===== src/rtl/cory_demux_pkg.sv =====
// rtl/cory_demux_pkg.sv - shared types and select-width helper for cory_demux
package cory_demux_pkg;

  typedef enum logic [1:0] {
    CNT_EMPTY = 2'd0,
    CNT_ONE   = 2'd1,
    CNT_FULL  = 2'd2
  } cnt_e;

  // Select width for R outputs; R above 32 is illegal and yields 0.
  function automatic int sel_width(input int r);
    if (r <= 2)       return 1;
    else if (r <= 4)  return 2;
    else if (r <= 8)  return 3;
    else if (r <= 16) return 4;
    else if (r <= 32) return 5;
    else              return 0;
  endfunction

endpackage


===== src/rtl/cory_demux_slot.sv =====
// rtl/cory_demux_slot.sv - 2-entry per-output FIFO with registered occupancy
module cory_demux_slot
  import cory_demux_pkg::*;
#(
  parameter int N = 8
) (
  input  logic         clk,
  input  logic         reset,
  input  logic         push,
  input  logic [N-1:0] push_d,
  input  logic         rdy,
  output logic         valid,
  output logic [N-1:0] head,
  output logic         has_room
);

  cnt_e         count, count_next;
  logic [N-1:0] second;
  logic         pop;

  assign valid    = (count != CNT_EMPTY);
  assign has_room = (count != CNT_FULL);
  assign pop      = valid & rdy;

  always_comb begin
    count_next = count;
    unique case ({push, pop})
      2'b10:   count_next = (count == CNT_EMPTY) ? CNT_ONE : CNT_FULL;
      2'b01:   count_next = (count == CNT_FULL) ? CNT_ONE : CNT_EMPTY;
      default: count_next = count;
    endcase
  end

  always_ff @(posedge clk) begin
    if (reset) count <= CNT_EMPTY;
    else       count <= count_next;
  end

  // Head is entry 0; a pop shifts the second entry forward.
  always_ff @(posedge clk) begin
    unique case (count)
      CNT_EMPTY: if (push) head <= push_d;
      CNT_ONE: begin
        if (push && pop) head   <= push_d;
        else if (push)   second <= push_d;
      end
      CNT_FULL: begin
        if (pop) head <= second;
        if (push && pop) second <= push_d;
      end
      default: ;
    endcase
  end

endmodule


===== src/rtl/cory_demux.sv =====
// rtl/cory_demux.sv - registered 1-to-R demux joining a data and a select stream
module cory_demux
  import cory_demux_pkg::*;
#(
  parameter int N = 8,
  parameter int R = 2,
  parameter int S = sel_width(R)
) (
  input  logic           clk,
  input  logic           reset,
  input  logic           i_a_v,
  input  logic [N-1:0]   i_a_d,
  output logic           o_a_r,
  input  logic           i_s_v,
  input  logic [S-1:0]   i_s_d,
  output logic           o_s_r,
  output logic [R-1:0]   o_zx_v,
  output logic [R*N-1:0] o_zx_d,
  input  logic [R-1:0]   i_zx_r,
  output logic           o_err
);

  localparam int RP = 1 << S;

  logic [R-1:0]  room_vec;
  logic [RP-1:0] room_pad;
  logic [R-1:0]  push;
  logic          sel_ok;
  logic          room;
  logic          open;
  logic          take;

`ifdef SIM
  initial begin
    if (R < 2 || R > 32) begin
      $display("cory_demux: R=%0d outside 2..32", R);
      $finish;
    end
  end
`endif

  // Pad the room vector to the full select range so any i_s_d indexes safely.
  always_comb begin
    room_pad          = '0;
    room_pad[R-1:0]   = room_vec;
  end

  assign sel_ok = (32'(i_s_d) < R);
  assign room   = room_pad[i_s_d];
  assign open   = (room | ~sel_ok) & ~reset;
  assign o_a_r  = i_s_v & open;
  assign o_s_r  = i_a_v & open;
  assign take   = i_a_v & i_s_v & open;

  always_ff @(posedge clk) begin
    if (reset) o_err <= 1'b0;
    else       o_err <= take & ~sel_ok;
  end

  for (genvar k = 0; k < R; k++) begin : g_slot
    assign push[k] = take & sel_ok & (i_s_d == S'(k));

    cory_demux_slot #(.N(N)) u_slot (
      .clk      (clk),
      .reset    (reset),
      .push     (push[k]),
      .push_d   (i_a_d),
      .rdy      (i_zx_r[k]),
      .valid    (o_zx_v[k]),
      .head     (o_zx_d[k*N +: N]),
      .has_room (room_vec[k])
    );
  end

endmodule


===== config.mk =====
export PLATFORM = sky130hd
export DESIGN_NAME = cory_demux
export DESIGN_NICKNAME = d
export VERILOG_FILES = /design/src/rtl/cory_demux_pkg.sv /design/src/rtl/cory_demux_slot.sv /design/src/rtl/cory_demux.sv
export SDC_FILE = /design/constraint.sdc
export NUM_CORES = 1
export LEC_CHECK = 0
export ABC_CLOCK_PERIOD_IN_PS = 2350
export BUFFER_PORTS_ARGS = -buffer_cell sky130_fd_sc_hd__buf_2
export CAP_MARGIN = 25
export CELL_PAD_IN_SITES_DETAIL_PLACEMENT = 1
export CELL_PAD_IN_SITES_GLOBAL_PLACEMENT = 2
export CORE_ASPECT_RATIO = 1.5
export CORE_UTILIZATION = 33
export DETAILED_ROUTE_END_ITERATION = 6
export PLACE_DENSITY_LB_ADDON = 0.1
export SLEW_MARGIN = 0
export SYNTH_ARGS = -nofsm -noshare
export SYNTH_HDL_FRONTEND = slang
export SYNTH_HIERARCHICAL = 1
export SYNTH_SLANG_ARGS = --single-unit

===== constraint.sdc =====
create_clock -name clk -period 2.35 [get_ports clk]
set_clock_uncertainty 0.05 [all_clocks]
set_input_delay 0 -clock clk [delete_from_list [all_inputs] [get_ports clk]]
set_output_delay 0 -clock clk [all_outputs]
set_load 0.1 [all_outputs]

==> impl_metrics.prom, run 1 <==
# TYPE chip_impl_metric gauge
chip_impl_info{name="start_kind",value="flip-flop"} 1
chip_impl_metric{name="leakage",unit="nW"} 0.770
chip_impl_metric{name="grt_overflow",unit=""} 0
chip_impl_metric{name="setup_viol",unit=""} 0
chip_impl_metric{name="final_core_utilization",unit="%"} 43.9
chip_impl_metric{name="synthDistinctLibCells",unit=""} 22
chip_impl_metric{name="number_of_drc_markers_after_the_initial_detailed_route_iteration",unit=""} 10
chip_impl_metric{name="largest_net_degree_at_the_start_of_global_routing",unit=""} 11
chip_impl_metric{name="io_pins",unit=""} 36
chip_impl_metric{name="p_sw",unit="mW"} 0.293
chip_impl_metric{name="tritoncts_num_sinks",unit=""} 36
chip_impl_metric{name="postSynthAreaPerCell",unit="um^2"} 16.1
chip_impl_metric{name="timing_hold_violations_final",unit=""} 0
chip_impl_info{name="netlist_top_cells_count",value="sky130_fd_sc_hd__edfxtp_1 (32), sky130_fd_sc_hd__mux2_4 (16), sky130_fd_sc_hd__nand2_1 (5)"} 1
chip_impl_metric{name="post-route-drc-count",unit=""} 0
chip_impl_metric{name="synth_fa_ha_area_share",unit="%"} 0
chip_impl_metric{name="initial_antenna_violation_count",unit=""} 0
chip_impl_metric{name="port_buffers",unit=""} 34
chip_impl_info{name="yosysTopAreaCell",value="sky130_fd_sc_hd__edfxtp_1"} 1
chip_impl_metric{name="gp_routability_congestion",unit=""} 0.716
chip_impl_metric{name="max_freq",unit="MHz"} 497
chip_impl_metric{name="crit_fanout",unit=""} 10
chip_impl_metric{name="powerDensity",unit="mW/mm^2"} 628
chip_impl_metric{name="finish.net_count",unit=""} 165
chip_impl_metric{name="die_w",unit="um"} 58.1
chip_impl_info{name="tritoncts_clock_tree",value="built"} 1
chip_impl_info{name="critical_path_class",value="flip-flop to flip-flop"} 1
chip_impl_info{name="cpLargestDelayFamily",value="simple AND/OR/NAND/NOR gates"} 1
chip_impl_info{name="hold_class",value="primary input to flip-flop"} 1
chip_impl_metric{name="power.share.switching",unit="%"} 23.4
chip_impl_metric{name="finalWirelength",unit="mm"} 2.76
chip_impl_metric{name="worst_skew_pair.late_latency",unit="ps"} 270
chip_impl_info{name="outcome",value="complete, no violations"} 1
chip_impl_metric{name="grt_util_all_layers",unit="%"} 12.1
chip_impl_metric{name="dp.final_hpwl",unit="mm"} 2.11
chip_impl_metric{name="worstPathArrival",unit="ps"} 1950
chip_impl_metric{name="period_minus_slack",unit="ps"} 2010
chip_impl_metric{name="synth_top_area_share",unit="%"} 61.6
chip_impl_metric{name="global_route_wire_length_before_repair",unit="mm"} 4.40
chip_impl_info{name="critical_path.endpoint_type",value="flip-flop"} 1
chip_impl_metric{name="synthXorXnorAreaFrac",unit="%"} 1.12
chip_impl_metric{name="post_drt_wl_per_cell",unit="um"} 12.8
chip_impl_metric{name="synth-edff-count",unit=""} 32
chip_impl_metric{name="post_cts_resize_count",unit=""} 0
chip_impl_metric{name="detail_route.first_pass.iterations",unit=""} 4
chip_impl_metric{name="num_vias",unit=""} 918
chip_impl_metric{name="synth_simple_gate_area_share",unit="%"} 8.18
chip_impl_metric{name="final_min_period_over_clock_period",unit="%"} 85.6
chip_impl_info{name="critical_path.slowest_cell",value="sky130_fd_sc_hd__nor3b_1"} 1
chip_impl_metric{name="cts-root-to-sink-buffers",unit=""} 2
chip_impl_metric{name="ctsHtreeMaxLevel",unit=""} 2
chip_impl_metric{name="detail-route-antenna-nets",unit=""} 0
chip_impl_metric{name="cp.required",unit="ps"} 2290
chip_impl_metric{name="worst_slew_pin_slew",unit="ps"} 647
chip_impl_metric{name="worstPathBufferInverterCount",unit=""} 2
chip_impl_metric{name="floorplan.rows",unit=""} 30
chip_impl_metric{name="via_count_of_the_first_global_routing_pass",unit=""} 989
chip_impl_info{name="grt_setup_unrepaired",value="false"} 1
chip_impl_metric{name="design.die.area",unit="mm^2"} 0.00501
chip_impl_metric{name="final.hold.worst_slack",unit="ps"} 62.9
chip_impl_metric{name="ys_seq_area_share",unit="%"} 66.7
chip_impl_metric{name="synth_fp_nets",unit=""} 112
chip_impl_metric{name="synth_compound_gate_area_share",unit="%"} 4.81
chip_impl_metric{name="worstRegToRegCells",unit=""} 6
chip_impl_metric{name="die_h",unit="um"} 86.2
chip_impl_metric{name="cap_violations",unit=""} 0
chip_impl_metric{name="initial_core_util",unit="%"} 34.4
chip_impl_metric{name="p_comb_share",unit="%"} 11.8
chip_impl_metric{name="area_growth_from_synthesis_to_final_layout",unit="%"} 27.9
chip_impl_metric{name="irDropWorstVdd",unit="uV"} 222
chip_impl_metric{name="synthArstFlopShare",unit="%"} 0
chip_impl_metric{name="cp_num_cells",unit=""} 6
chip_impl_info{name="post-synth-top-count-cell",value="sky130_fd_sc_hd__edfxtp_1"} 1
chip_impl_metric{name="synth.yosys.warnings",unit=""} 6
chip_impl_metric{name="p_int",unit="mW"} 0.960
chip_impl_info{name="clock_tree.root_cell",value="sky130_fd_sc_hd__clkbuf_8"} 1
chip_impl_metric{name="whs_path_depth",unit=""} 4
chip_impl_metric{name="drt-vias-per-instance",unit=""} 4.27
chip_impl_info{name="critical_path.cell_chain",value="nor2b_2, inv_1, nor3b_1, nand2b_1, o21ai_0, buf_4"} 1
chip_impl_metric{name="timing.critical_path.slowest_cell_delay",unit="ps"} 480
chip_impl_metric{name="seq_power_share",unit="%"} 56.4
chip_impl_metric{name="coreArea",unit="mm^2"} 0.00454
chip_impl_info{name="largest_family_of_logic_cells_by_synthesized_area",value="multiplexers"} 1
chip_impl_metric{name="final_layout_size_suffix_gt1_share",unit="%"} 43.0
chip_impl_metric{name="syn-cell-area",unit="mm^2"} 0.00156
chip_impl_metric{name="num_antenna_cells",unit=""} 0
chip_impl_metric{name="post_synth_mux_area_share",unit="%"} 16.0
chip_impl_info{name="ys_top_cells_by_area",value="sky130_fd_sc_hd__edfxtp_1 (62%), sky130_fd_sc_hd__mux2_4 (15%), sky130_fd_sc_hd__dfxtp_1 (5.1%)"} 1
chip_impl_metric{name="synth_seq_cells",unit=""} 36
chip_impl_metric{name="clk_pin_slew_worst_paths",unit="ps"} 70
chip_impl_metric{name="power.share.clock",unit="%"} 31.8
chip_impl_metric{name="cell_count_after_synthesis",unit=""} 97
chip_impl_metric{name="finalMaxSlewViolations",unit=""} 0
chip_impl_metric{name="numCtsBuffers",unit=""} 5
chip_impl_info{name="post_synth_top_flop",value="sky130_fd_sc_hd__edfxtp_1"} 1
chip_impl_metric{name="max-slew-margin-rel",unit="%"} 56.6
[worst register-to-register path: cells and delay by family (launching register included)]
kind	cells	cell delay (ps)
simple gates	3	870
compound gates	1	180
buf+inv	2	290
flops	1	330
[power by group through the flow]
stage / Clock (mW) / Sequential [mW] / Combinational (mW)
finish: 0.399 / 0.706 / 0.148
global route: 0.443 / 0.706 / 0.156
CTS: 0.415 / 0.706 / 0.150
detailed placement: 0 / 0.721 / 0.138
global placement: 0 / 0.720 / 0.137
floorplan: 0 / 0.756 / 0.0667
[placed cells by master, fill, tap and decap left out]
master / n
sky130_fd_sc_hd__nor2b_1: 2
sky130_fd_sc_hd__buf_2: 34
sky130_fd_sc_hd__conb_1: 1
sky130_fd_sc_hd__nand2_1: 5
sky130_fd_sc_hd__a21boi_1: 2
sky130_fd_sc_hd__edfxtp_1: 32
sky130_fd_sc_hd__nand3b_1: 1
sky130_fd_sc_hd__nand2b_1: 4
sky130_fd_sc_hd__dlygate4sd3_1: 9
sky130_fd_sc_hd__nor2_1: 3
sky130_fd_sc_hd__clkinv_1: 1
sky130_fd_sc_hd__clkbuf_1: 2
sky130_fd_sc_hd__xor2_1: 2
sky130_fd_sc_hd__inv_1: 4
sky130_fd_sc_hd__clkbuf_8: 5
sky130_fd_sc_hd__a22oi_1: 2
sky130_fd_sc_hd__o21ai_0: 4
sky130_fd_sc_hd__or2_2: 2
sky130_fd_sc_hd__nor3b_1: 3
sky130_fd_sc_hd__dfxtp_1: 4
sky130_fd_sc_hd__a21oi_1: 2
sky130_fd_sc_hd__nor2b_2: 2
sky130_fd_sc_hd__o21a_1: 2
sky130_fd_sc_hd__mux2_4: 16
sky130_fd_sc_hd__mux2i_1: 1
sky130_fd_sc_hd__buf_4: 6
[logic make-up (layout without fill, tap and decap cells)]
family / after synthesis / in the layout
AOI/OAI and AO/OA: 12 / 12
xor gates and xnor gates: 2 / 2
buffers and inverters: 7 / 61
DFF: 36 / 36
muxes: 17 / 17
other: 1 / 1
and+or+nand+nor: 22 / 22
[metrics by stage]
| step | total power [mW] | setup TNS, ps | std cells | setup WS (ps) | area [um^2] |
|---|---|---|---|---|---|
| floorplan | 0.823 | -1290 | 97 | -646 | 1560 |
| global placement | 0.857 | 0 | 198 | 380 | 1830 |
| detailed placement | 0.859 | 0 | 198 | 327 | 1830 |
| CTS | 1.27 | 0 | 215 | 308 | 2000 |
| global route | 1.31 | 0 | 215 | 137 | 2000 |
| finish | 1.25 | 0 | 215 | 339 | 2000 |
[worst paths after layout]
path	start	endpoint	slack, ps
max	g_slot[0].u_slot/count[1]	g_slot[0].u_slot/head[5]	340
max reg2reg	g_slot[0].u_slot/count[1]	g_slot[0].u_slot/head[5]	340
min	i_zx_r[0]	g_slot[0].u_slot/count[1]	60
min reg2reg	g_slot[0].u_slot/second[1]	g_slot[0].u_slot/head[1]	500
[flip-flops by register name, indices dropped and copies added (netlist names)]
register and cells:
g_slot.u_slot/second 16, g_slot.u_slot/count 4, g_slot.u_slot/head 16
[layer usage]
| layer | up-vias | global-route usage [%] | part of all wire (%) |
|---|---|---|---|
| li1 | 457 | - | - |
| met1 | 428 | 11.1 | 38 |
| met2 | 28 | 23.9 | 56 |
| met3 | 5 | 2.99 | 3.6 |
| met4 | 0 | 5.19 | 1.9 |
| met5 | - | 0 | 0 |
[final cells by class]
| class | count | area (um^2) |
|---|---|---|
| flip-flops and latches | 36 | 1040 |
| clock inverters | 1 | 3.75 |
| multi-input cells | 54 | 474 |
| fillers | 480 | 2550 |
| well taps | 64 | 80.1 |
| inverters | 4 | 15.0 |
| repair buffers | 49 | 305 |
| clock buffers | 7 | 76.3 |
[repair_timing]
action	4_1_cts	5_1_grt
setup buffers	0	0
hold buffers	9	0
hold endpoints to repair	18	0
Note: power is estimated with default switching activity, not from simulation.
==> run 2, diff against run 1 <==
- ABC_AREA: unset -> 1
- CORE_UTILIZATION: 33 -> 29
==> impl_metrics.prom, run 2 <==
# TYPE chip_impl_metric gauge
chip_impl_metric{name="seq_power_share",unit="%"} 56.7
chip_impl_metric{name="synthDistinctLibCells",unit=""} 17
chip_impl_metric{name="finalWirelength",unit="mm"} 3.42
chip_impl_metric{name="area_growth_from_synthesis_to_final_layout",unit="%"} 27.7
chip_impl_metric{name="syn-cell-area",unit="mm^2"} 0.00155
chip_impl_metric{name="p_comb_share",unit="%"} 12.2
chip_impl_metric{name="finalMaxSlewViolations",unit=""} 0
chip_impl_metric{name="power.share.clock",unit="%"} 31.1
chip_impl_info{name="yosysTopAreaCell",value="sky130_fd_sc_hd__edfxtp_1"} 1
chip_impl_metric{name="global_route_wire_length_before_repair",unit="mm"} 5.71
chip_impl_info{name="critical_path_class",value="flip-flop to flip-flop"} 1
chip_impl_metric{name="reg2reg_setup_slack",unit="ps"} 260
chip_impl_metric{name="period_minus_slack",unit="ps"} 2090
chip_impl_metric{name="final.hold.worst_slack",unit="ps"} 48.9
chip_impl_metric{name="initial_core_util",unit="%"} 30.2
chip_impl_metric{name="synth.yosys.warnings",unit=""} 6
chip_impl_metric{name="port_buffers",unit=""} 34
chip_impl_metric{name="cp_num_cells",unit=""} 10
chip_impl_info{name="hold_class",value="primary input to flip-flop"} 1
chip_impl_metric{name="timing_hold_violations_final",unit=""} 0
chip_impl_metric{name="postSynthAreaPerCell",unit="um^2"} 10.2
chip_impl_metric{name="cell_count_after_synthesis",unit=""} 151
chip_impl_metric{name="cp.required",unit="ps"} 2250
chip_impl_info{name="critical_path.reg2reg.endpoint",value="g_slot[0].u_slot/head[1]"} 1
chip_impl_metric{name="final_min_period_over_clock_period",unit="%"} 89.1
chip_impl_metric{name="initial_antenna_violation_count",unit=""} 0
chip_impl_metric{name="p_int",unit="mW"} 0.939
chip_impl_info{name="timing.rr.start",value="g_slot[1].u_slot/count[0]"} 1
chip_impl_info{name="outcome",value="complete, no violations"} 1
chip_impl_info{name="cpLargestDelayFamily",value="simple AND/OR/NAND/NOR gates"} 1
chip_impl_metric{name="finish.net_count",unit=""} 217
chip_impl_metric{name="grt_util_all_layers",unit="%"} 13.9
chip_impl_metric{name="tritoncts_num_sinks",unit=""} 36
chip_impl_info{name="largestRegisters",value="g_slot.u_slot/head x16, g_slot.u_slot/second x16, g_slot.u_slot/count x4"} 1
chip_impl_info{name="critical_path.slowest_cell",value="sky130_fd_sc_hd__dfxtp_1"} 1
chip_impl_info{name="start_kind",value="flip-flop"} 1
chip_impl_metric{name="timing.critical_path.slowest_cell_delay",unit="ps"} 430
chip_impl_metric{name="setup_viol",unit=""} 0
chip_impl_metric{name="number_of_drc_markers_after_the_initial_detailed_route_iteration",unit=""} 13
chip_impl_metric{name="seq_area",unit="mm^2"} 0.00104
chip_impl_metric{name="grt_overflow",unit=""} 0
chip_impl_metric{name="ys_seq_area_share",unit="%"} 67.3
chip_impl_metric{name="irDropWorstVdd",unit="uV"} 231
chip_impl_metric{name="cap_violations",unit=""} 0
chip_impl_metric{name="synth_seq_cells",unit=""} 36
chip_impl_metric{name="num_antenna_cells",unit=""} 0
chip_impl_metric{name="floorplan.rows",unit=""} 32
chip_impl_metric{name="p_sw",unit="mW"} 0.313
chip_impl_metric{name="number_of_filler_cells_placed_in_the_layout",unit=""} 648
chip_impl_info{name="ys_top_cells_by_area",value="sky130_fd_sc_hd__edfxtp_1 (62%), sky130_fd_sc_hd__nand2_1 (15%), sky130_fd_sc_hd__dfxtp_1 (5.2%)"} 1
chip_impl_info{name="endpoint",value="g_slot[0].u_slot/head[1]"} 1
chip_impl_metric{name="detail_route.first_pass.iterations",unit=""} 4
chip_impl_info{name="critical_path.endpoint_type",value="flip-flop"} 1
chip_impl_metric{name="numCtsBuffers",unit=""} 5
chip_impl_info{name="crit_path_start",value="g_slot[1].u_slot/count[0]"} 1
chip_impl_metric{name="post_drt_wl_per_cell",unit="um"} 12.7
chip_impl_metric{name="detail-route-antenna-nets",unit=""} 0
chip_impl_info{name="post-synth-top-count-cell",value="sky130_fd_sc_hd__nand2_1"} 1
chip_impl_metric{name="fin_setup_tns",unit="ps"} 0
chip_impl_metric{name="worstPathArrival",unit="ps"} 2000
chip_impl_metric{name="post-route-drc-count",unit=""} 0
chip_impl_metric{name="worst_skew_pair.late_latency",unit="ps"} 270
chip_impl_metric{name="clk_pin_slew_worst_paths",unit="ps"} 70
chip_impl_metric{name="crit_fanout",unit=""} 10
chip_impl_info{name="final_common_cell",value="sky130_fd_sc_hd__nand2_1"} 1
chip_impl_metric{name="synth-edff-count",unit=""} 32
chip_impl_metric{name="io_pins",unit=""} 36
chip_impl_metric{name="worstRegToRegCells",unit=""} 10
chip_impl_metric{name="die_h",unit="um"} 91.5
chip_impl_metric{name="leakage",unit="nW"} 0.864
chip_impl_metric{name="cts-root-to-sink-buffers",unit=""} 2
chip_impl_metric{name="largest_net_degree_at_the_start_of_global_routing",unit=""} 11
chip_impl_info{name="critical_path.cell_chain",value="nor2_4, inv_4, nand2_1, nand2_2, nand3_2, nor2_1, inv_1, nor2_1, o21ai_0, inv_1"} 1
chip_impl_metric{name="power.share.switching",unit="%"} 25.0
chip_impl_metric{name="synth_fp_nets",unit=""} 166
chip_impl_info{name="clock_tree.root_cell",value="sky130_fd_sc_hd__clkbuf_8"} 1
chip_impl_metric{name="synthArstFlopShare",unit="%"} 0
chip_impl_metric{name="max_freq",unit="MHz"} 478
chip_impl_metric{name="dp.final_hpwl",unit="mm"} 2.67
chip_impl_info{name="mostFrequentLayoutCells",value="sky130_fd_sc_hd__nand2_1 (62), sky130_fd_sc_hd__buf_2 (34), sky130_fd_sc_hd__edfxtp_1 (32)"} 1
chip_impl_metric{name="worstPathBufferInverterCount",unit=""} 3
chip_impl_metric{name="synth_top_area_share",unit="%"} 62.1
chip_impl_metric{name="powerDensity",unit="mW/mm^2"} 634
chip_impl_metric{name="die_w",unit="um"} 61.7
chip_impl_info{name="netlist_top_cells_count",value="sky130_fd_sc_hd__nand2_1 (62), sky130_fd_sc_hd__edfxtp_1 (32), sky130_fd_sc_hd__inv_1 (13)"} 1
chip_impl_metric{name="via_count_of_the_first_global_routing_pass",unit=""} 1248
chip_impl_metric{name="final_layout_size_suffix_gt1_share",unit="%"} 26.7
chip_impl_info{name="tritoncts_clock_tree",value="built"} 1
chip_impl_metric{name="gp_routability_congestion",unit=""} 0.792
chip_impl_metric{name="num_vias",unit=""} 1173
chip_impl_metric{name="drt-vias-per-instance",unit=""} 4.34
chip_impl_metric{name="multiInputGateArea",unit="um^2"} 423
chip_impl_metric{name="ctsHtreeMaxLevel",unit=""} 2
chip_impl_metric{name="design.die.area",unit="mm^2"} 0.00564
chip_impl_info{name="post_synth_top_flop",value="sky130_fd_sc_hd__edfxtp_1"} 1
chip_impl_metric{name="coreArea",unit="mm^2"} 0.00512
chip_impl_info{name="grt_setup_unrepaired",value="false"} 1
run 2: cell count changes in the layout (fill, tap and decap cells not counted), sizes merged, moves of 3 or more:
cell,before,now
nand2,5,65
mux2,16,0
inv,4,18
nor2,3,10
nand3,0,5
a21oi,2,6
buf,40,36
nand2b,4,0
nor2b,4,0
nor3b,3,0
run 2: layer usage:
metal / wire, um / track usage, % / vias up
met2: 1840 / 24.1 / 28
li1: - / - / 589
met5: 0 / 0 / -
met1: 1420 / 15.7 / 552
met3: 105 / 2.99 / 4
met4: 48 / 5.56 / 0
run 2: worst register-to-register path, stage by stage, from the launching register on:
cell and delay, ps:
sky130_fd_sc_hd__dfxtp_1 430, sky130_fd_sc_hd__nor2_4 120, sky130_fd_sc_hd__inv_4 120, sky130_fd_sc_hd__nand2_1 80, sky130_fd_sc_hd__nand2_2 80, sky130_fd_sc_hd__nand3_2 60
sky130_fd_sc_hd__nor2_1 240, sky130_fd_sc_hd__inv_1 140, sky130_fd_sc_hd__nor2_1 110, sky130_fd_sc_hd__o21ai_0 80, sky130_fd_sc_hd__inv_1 250
run 2: repair_timing:
action | 4_1_cts | 5_1_grt
gates resized for setup | 0 | 0
setup buffers | 0 | 0
endpoints found under the hold margin | 19 | 0
hold buffers | 9 | 0
run 2: worst min path at each step:
stage               cells after the start                         end      start  slack, ps
floorplan                               0  g_slot[0].u_slot/second[0]   i_a_d[0]         50
global placement                        1  g_slot[0].u_slot/second[1]   i_a_d[1]        200
detailed placement                      1  g_slot[0].u_slot/second[1]   i_a_d[1]        200
CTS                                     4   g_slot[0].u_slot/count[1]  i_zx_r[0]         40
global route                            4   g_slot[1].u_slot/count[1]  i_zx_r[1]         70
finish                                  4   g_slot[0].u_slot/count[1]  i_zx_r[0]         50
run 2: cells by family (layout without fill, tap and decap cells):
family | Yosys count | count (layout) | share of synthesized area (%)
flops | 36 | 36 | 67.3
buf+inv | 20 | 71 | 5.42
compound gates | 14 | 14 | 5.50
simple gates | 80 | 80 | 21.6
other cells | 1 | 1 | 0.242
run 2: cell type report:
type                            instances  share of cell area (%)
Clock buffer                            5                    3.48
Sequential cell                        36                    52.7
Clock inverter                          2                   0.380
Inverter                               19                    3.86
Tap cell                               68                    4.30
Multi-Input combinational cell         95                    21.4
Timing Repair Buffer                   45                    13.9
run 2: power groups by stage:
stage,Sequential [mW],Combinational (mW),Clock (mW)
floorplan,0.753,0.0734,0
global placement,0.723,0.141,0
detailed placement,0.724,0.143,0
CTS,0.710,0.155,0.410
global route,0.711,0.166,0.430
finish,0.710,0.153,0.389
run 2: through the flow:
step	utilization [%]	total power [mW]	instances	cell area (um^2)	setup WS, ps
final	38.6	1.25	270	1980	256
after global routing	38.6	1.31	270	1980	23.6
after CTS	38.6	1.28	270	1980	234
after detailed placement	35.3	0.867	254	1810	246
after global placement	35.3	0.864	254	1810	303
after floorplan	-	0.827	151	1550	272
==> run 3, diff against run 2 <==
==> constraint.sdc (replaced) <==
create_clock -name clk -period 2.35 [get_ports clk]
set_clock_uncertainty 0.05 [all_clocks]
set_input_delay 0.235 -clock clk [delete_from_list [all_inputs] [get_ports clk]]
set_output_delay 0.235 -clock clk [all_outputs]
set_load 0.1 [all_outputs]
==> impl_metrics.prom, run 3 (synthesis gave the netlist of run 2 again) <==
# TYPE chip_impl_metric gauge
chip_impl_metric{name="final_layout_size_suffix_gt1_share",unit="%"} 28.0
chip_impl_metric{name="timing_hold_violations_final",unit=""} 0
chip_impl_info{name="critical_path.cell_chain",value="nor2_4, inv_4, nand2_1, nand2_2, nand3_2, nor2_1, inv_1, nor2_1, o21ai_0, inv_1"} 1
chip_impl_metric{name="finalMaxSlewViolations",unit=""} 0
chip_impl_info{name="critical_path.endpoint_type",value="flip-flop"} 1
chip_impl_metric{name="p_sw",unit="mW"} 0.311
chip_impl_metric{name="reg2reg_setup_slack",unit="ps"} 260
chip_impl_metric{name="num_vias",unit=""} 1140
chip_impl_metric{name="timing.critical_path.slowest_cell_delay",unit="ps"} 430
chip_impl_metric{name="area_growth_from_synthesis_to_final_layout",unit="%"} 21.9
chip_impl_metric{name="irDropWorstVdd",unit="uV"} 231
chip_impl_metric{name="detail-route-antenna-nets",unit=""} 0
chip_impl_info{name="outcome",value="complete, no violations"} 1
chip_impl_metric{name="die_h",unit="um"} 91.5
chip_impl_metric{name="coreArea",unit="mm^2"} 0.00512
chip_impl_metric{name="detail_route.first_pass.iterations",unit=""} 4
chip_impl_metric{name="powerDensity",unit="mW/mm^2"} 658
chip_impl_info{name="critical_path.slowest_cell",value="sky130_fd_sc_hd__dfxtp_1"} 1
chip_impl_info{name="min-delay-start",value="i_a_d[1]"} 1
chip_impl_metric{name="crit_fanout",unit=""} 10
chip_impl_metric{name="finish.net_count",unit=""} 208
chip_impl_info{name="critical_path_class",value="flip-flop to flip-flop"} 1
chip_impl_metric{name="final.setup.worst_slack",unit="ps"} 257
chip_impl_metric{name="worstPathArrival",unit="ps"} 2000
chip_impl_metric{name="worst_skew_pair.late_latency",unit="ps"} 270
chip_impl_metric{name="postCtsHoldBufs",unit=""} 0
chip_impl_info{name="min_delay_worst_endpoint",value="g_slot[0].u_slot/second[1]"} 1
chip_impl_metric{name="numCtsBuffers",unit=""} 5
chip_impl_info{name="start_kind",value="flip-flop"} 1
chip_impl_metric{name="period_minus_slack",unit="ps"} 2090
chip_impl_metric{name="worstRegToRegCells",unit=""} 10
chip_impl_metric{name="cap_violations",unit=""} 0
chip_impl_metric{name="post_drt_wl_per_cell",unit="um"} 12.9
chip_impl_metric{name="finalWirelength",unit="mm"} 3.38
chip_impl_info{name="clock_tree.root_cell",value="sky130_fd_sc_hd__clkbuf_8"} 1
chip_impl_metric{name="leakage",unit="nW"} 0.827
chip_impl_info{name="cpLargestDelayFamily",value="simple AND/OR/NAND/NOR gates"} 1
chip_impl_info{name="final_common_cell",value="sky130_fd_sc_hd__nand2_1"} 1
chip_impl_info{name="grt_setup_unrepaired",value="false"} 1
chip_impl_metric{name="cts-root-to-sink-buffers",unit=""} 2
chip_impl_metric{name="p_comb_share",unit="%"} 11.4
chip_impl_info{name="timing.rr.start",value="g_slot[1].u_slot/count[0]"} 1
chip_impl_metric{name="worstPathBufferInverterCount",unit=""} 3
chip_impl_metric{name="power.share.switching",unit="%"} 25.1
chip_impl_metric{name="clk_pin_slew_worst_paths",unit="ps"} 70
chip_impl_info{name="tritoncts_clock_tree",value="built"} 1
chip_impl_metric{name="post-route-drc-count",unit=""} 0
chip_impl_metric{name="post_cts_resize_count",unit=""} 0
chip_impl_info{name="mostFrequentLayoutCells",value="sky130_fd_sc_hd__nand2_1 (62), sky130_fd_sc_hd__buf_2 (34), sky130_fd_sc_hd__edfxtp_1 (32)"} 1
chip_impl_metric{name="num_antenna_cells",unit=""} 0
chip_impl_metric{name="design.die.area",unit="mm^2"} 0.00564
chip_impl_metric{name="cp.required",unit="ps"} 2250
chip_impl_metric{name="die_w",unit="um"} 61.7
chip_impl_metric{name="number_of_drc_markers_after_the_initial_detailed_route_iteration",unit=""} 13
chip_impl_metric{name="port_buffers",unit=""} 34
chip_impl_metric{name="power.share.clock",unit="%"} 31.4
chip_impl_metric{name="gp_routability_congestion",unit=""} 0.792
chip_impl_metric{name="pre_cts_ws",unit="ps"} 246
chip_impl_metric{name="tritoncts_num_sinks",unit=""} 36
chip_impl_metric{name="fin_setup_tns",unit="ps"} 0
chip_impl_metric{name="initial_core_util",unit="%"} 30.2
chip_impl_metric{name="final.hold.worst_slack",unit="ps"} 147
chip_impl_metric{name="floorplan.rows",unit=""} 32
chip_impl_metric{name="whs_path_depth",unit=""} 1
chip_impl_metric{name="seq_power_share",unit="%"} 57.2
chip_impl_info{name="critical_path.reg2reg.endpoint",value="g_slot[0].u_slot/head[1]"} 1
chip_impl_metric{name="drt-vias-per-instance",unit=""} 4.37
chip_impl_metric{name="ctsHtreeMaxLevel",unit=""} 2
chip_impl_metric{name="max_freq",unit="MHz"} 478
chip_impl_metric{name="setup_viol",unit=""} 0
chip_impl_info{name="largestRegisters",value="g_slot.u_slot/head x16, g_slot.u_slot/second x16, g_slot.u_slot/count x4"} 1
chip_impl_metric{name="via_count_of_the_first_global_routing_pass",unit=""} 1216
chip_impl_metric{name="grt_util_all_layers",unit="%"} 13.7
chip_impl_info{name="hold_class",value="primary input to flip-flop"} 1
chip_impl_metric{name="post_cts.repair.setup_buffers",unit=""} 0
chip_impl_metric{name="io_pins",unit=""} 36
chip_impl_metric{name="dp.final_hpwl",unit="mm"} 2.67
chip_impl_metric{name="grt_overflow",unit=""} 0
chip_impl_metric{name="largest_net_degree_at_the_start_of_global_routing",unit=""} 11
chip_impl_metric{name="final_min_period_over_clock_period",unit="%"} 89.1
chip_impl_metric{name="p_int",unit="mW"} 0.929
chip_impl_metric{name="initial_antenna_violation_count",unit=""} 0
chip_impl_metric{name="global_route_wire_length_before_repair",unit="mm"} 5.64
run 3: worst max path at each step:
stage | startpoint | endpoint | slack [ps] | cells after the start
after global routing | g_slot[0].u_slot/count[0] | g_slot[0].u_slot/head[3] | 20 | 10
after global placement | g_slot[1].u_slot/count[0] | g_slot[0].u_slot/head[1] | 300 | 10
final | g_slot[1].u_slot/count[0] | g_slot[0].u_slot/head[1] | 260 | 10
after CTS | g_slot[0].u_slot/count[0] | g_slot[0].u_slot/head[1] | 230 | 10
after detailed placement | g_slot[0].u_slot/count[0] | g_slot[0].u_slot/head[1] | 250 | 10
after floorplan | g_slot[1].u_slot/count[0] | o_a_r | 40 | 6
run 3: power groups by stage:
stage	registers (mW)	clock network, mW	logic, mW
floorplan	0.753	0	0.0734
global placement	0.723	0	0.141
CTS	0.710	0.410	0.144
global route	0.711	0.430	0.153
detailed placement	0.724	0	0.143
finish	0.710	0.389	0.142
run 3: cell type report:
class / instances / area (um^2)
clock inverter: 2 / 7.51
clock buffer: 5 / 68.8
timing repair buffer: 36 / 185
fill: 650 / 3240
tap: 68 / 85.1
sequential: 36 / 1040
multi-input combinational: 95 / 423
inverter: 19 / 76.3
run 3: worst reg2reg max path, stage by stage, from the launching register on:
cell	delay (ps)
sky130_fd_sc_hd__dfxtp_1	430
sky130_fd_sc_hd__nor2_4	120
sky130_fd_sc_hd__inv_4	120
sky130_fd_sc_hd__nand2_1	80
sky130_fd_sc_hd__nand2_2	80
sky130_fd_sc_hd__nand3_2	60
sky130_fd_sc_hd__nor2_1	240
sky130_fd_sc_hd__inv_1	140
sky130_fd_sc_hd__nor2_1	110
sky130_fd_sc_hd__o21ai_0	80
sky130_fd_sc_hd__inv_1	250
run 3: per-stage QoR:
step           instance area [um^2]  power (mW)  util (%)  instances
2_1_floorplan                  1550       0.827         -        151
3_3_place_gp                   1810       0.864      35.3        254
3_5_place_dp                   1810       0.867      35.3        254
4_1_cts                        1890        1.26      36.8        261
5_1_grt                        1890        1.29      36.8        261
6_report                       1890        1.24      36.8        261
run 3: per-layer routing:
layer | GRT usage [%] | up-vias | share of wire [%]
met5 | 0 | - | 0
met4 | 5.56 | 0 | 1.4
met3 | 3.56 | 4 | 4.3
met2 | 23.7 | 28 | 54
met1 | 15.3 | 539 | 41
li1 | - | 569 | -
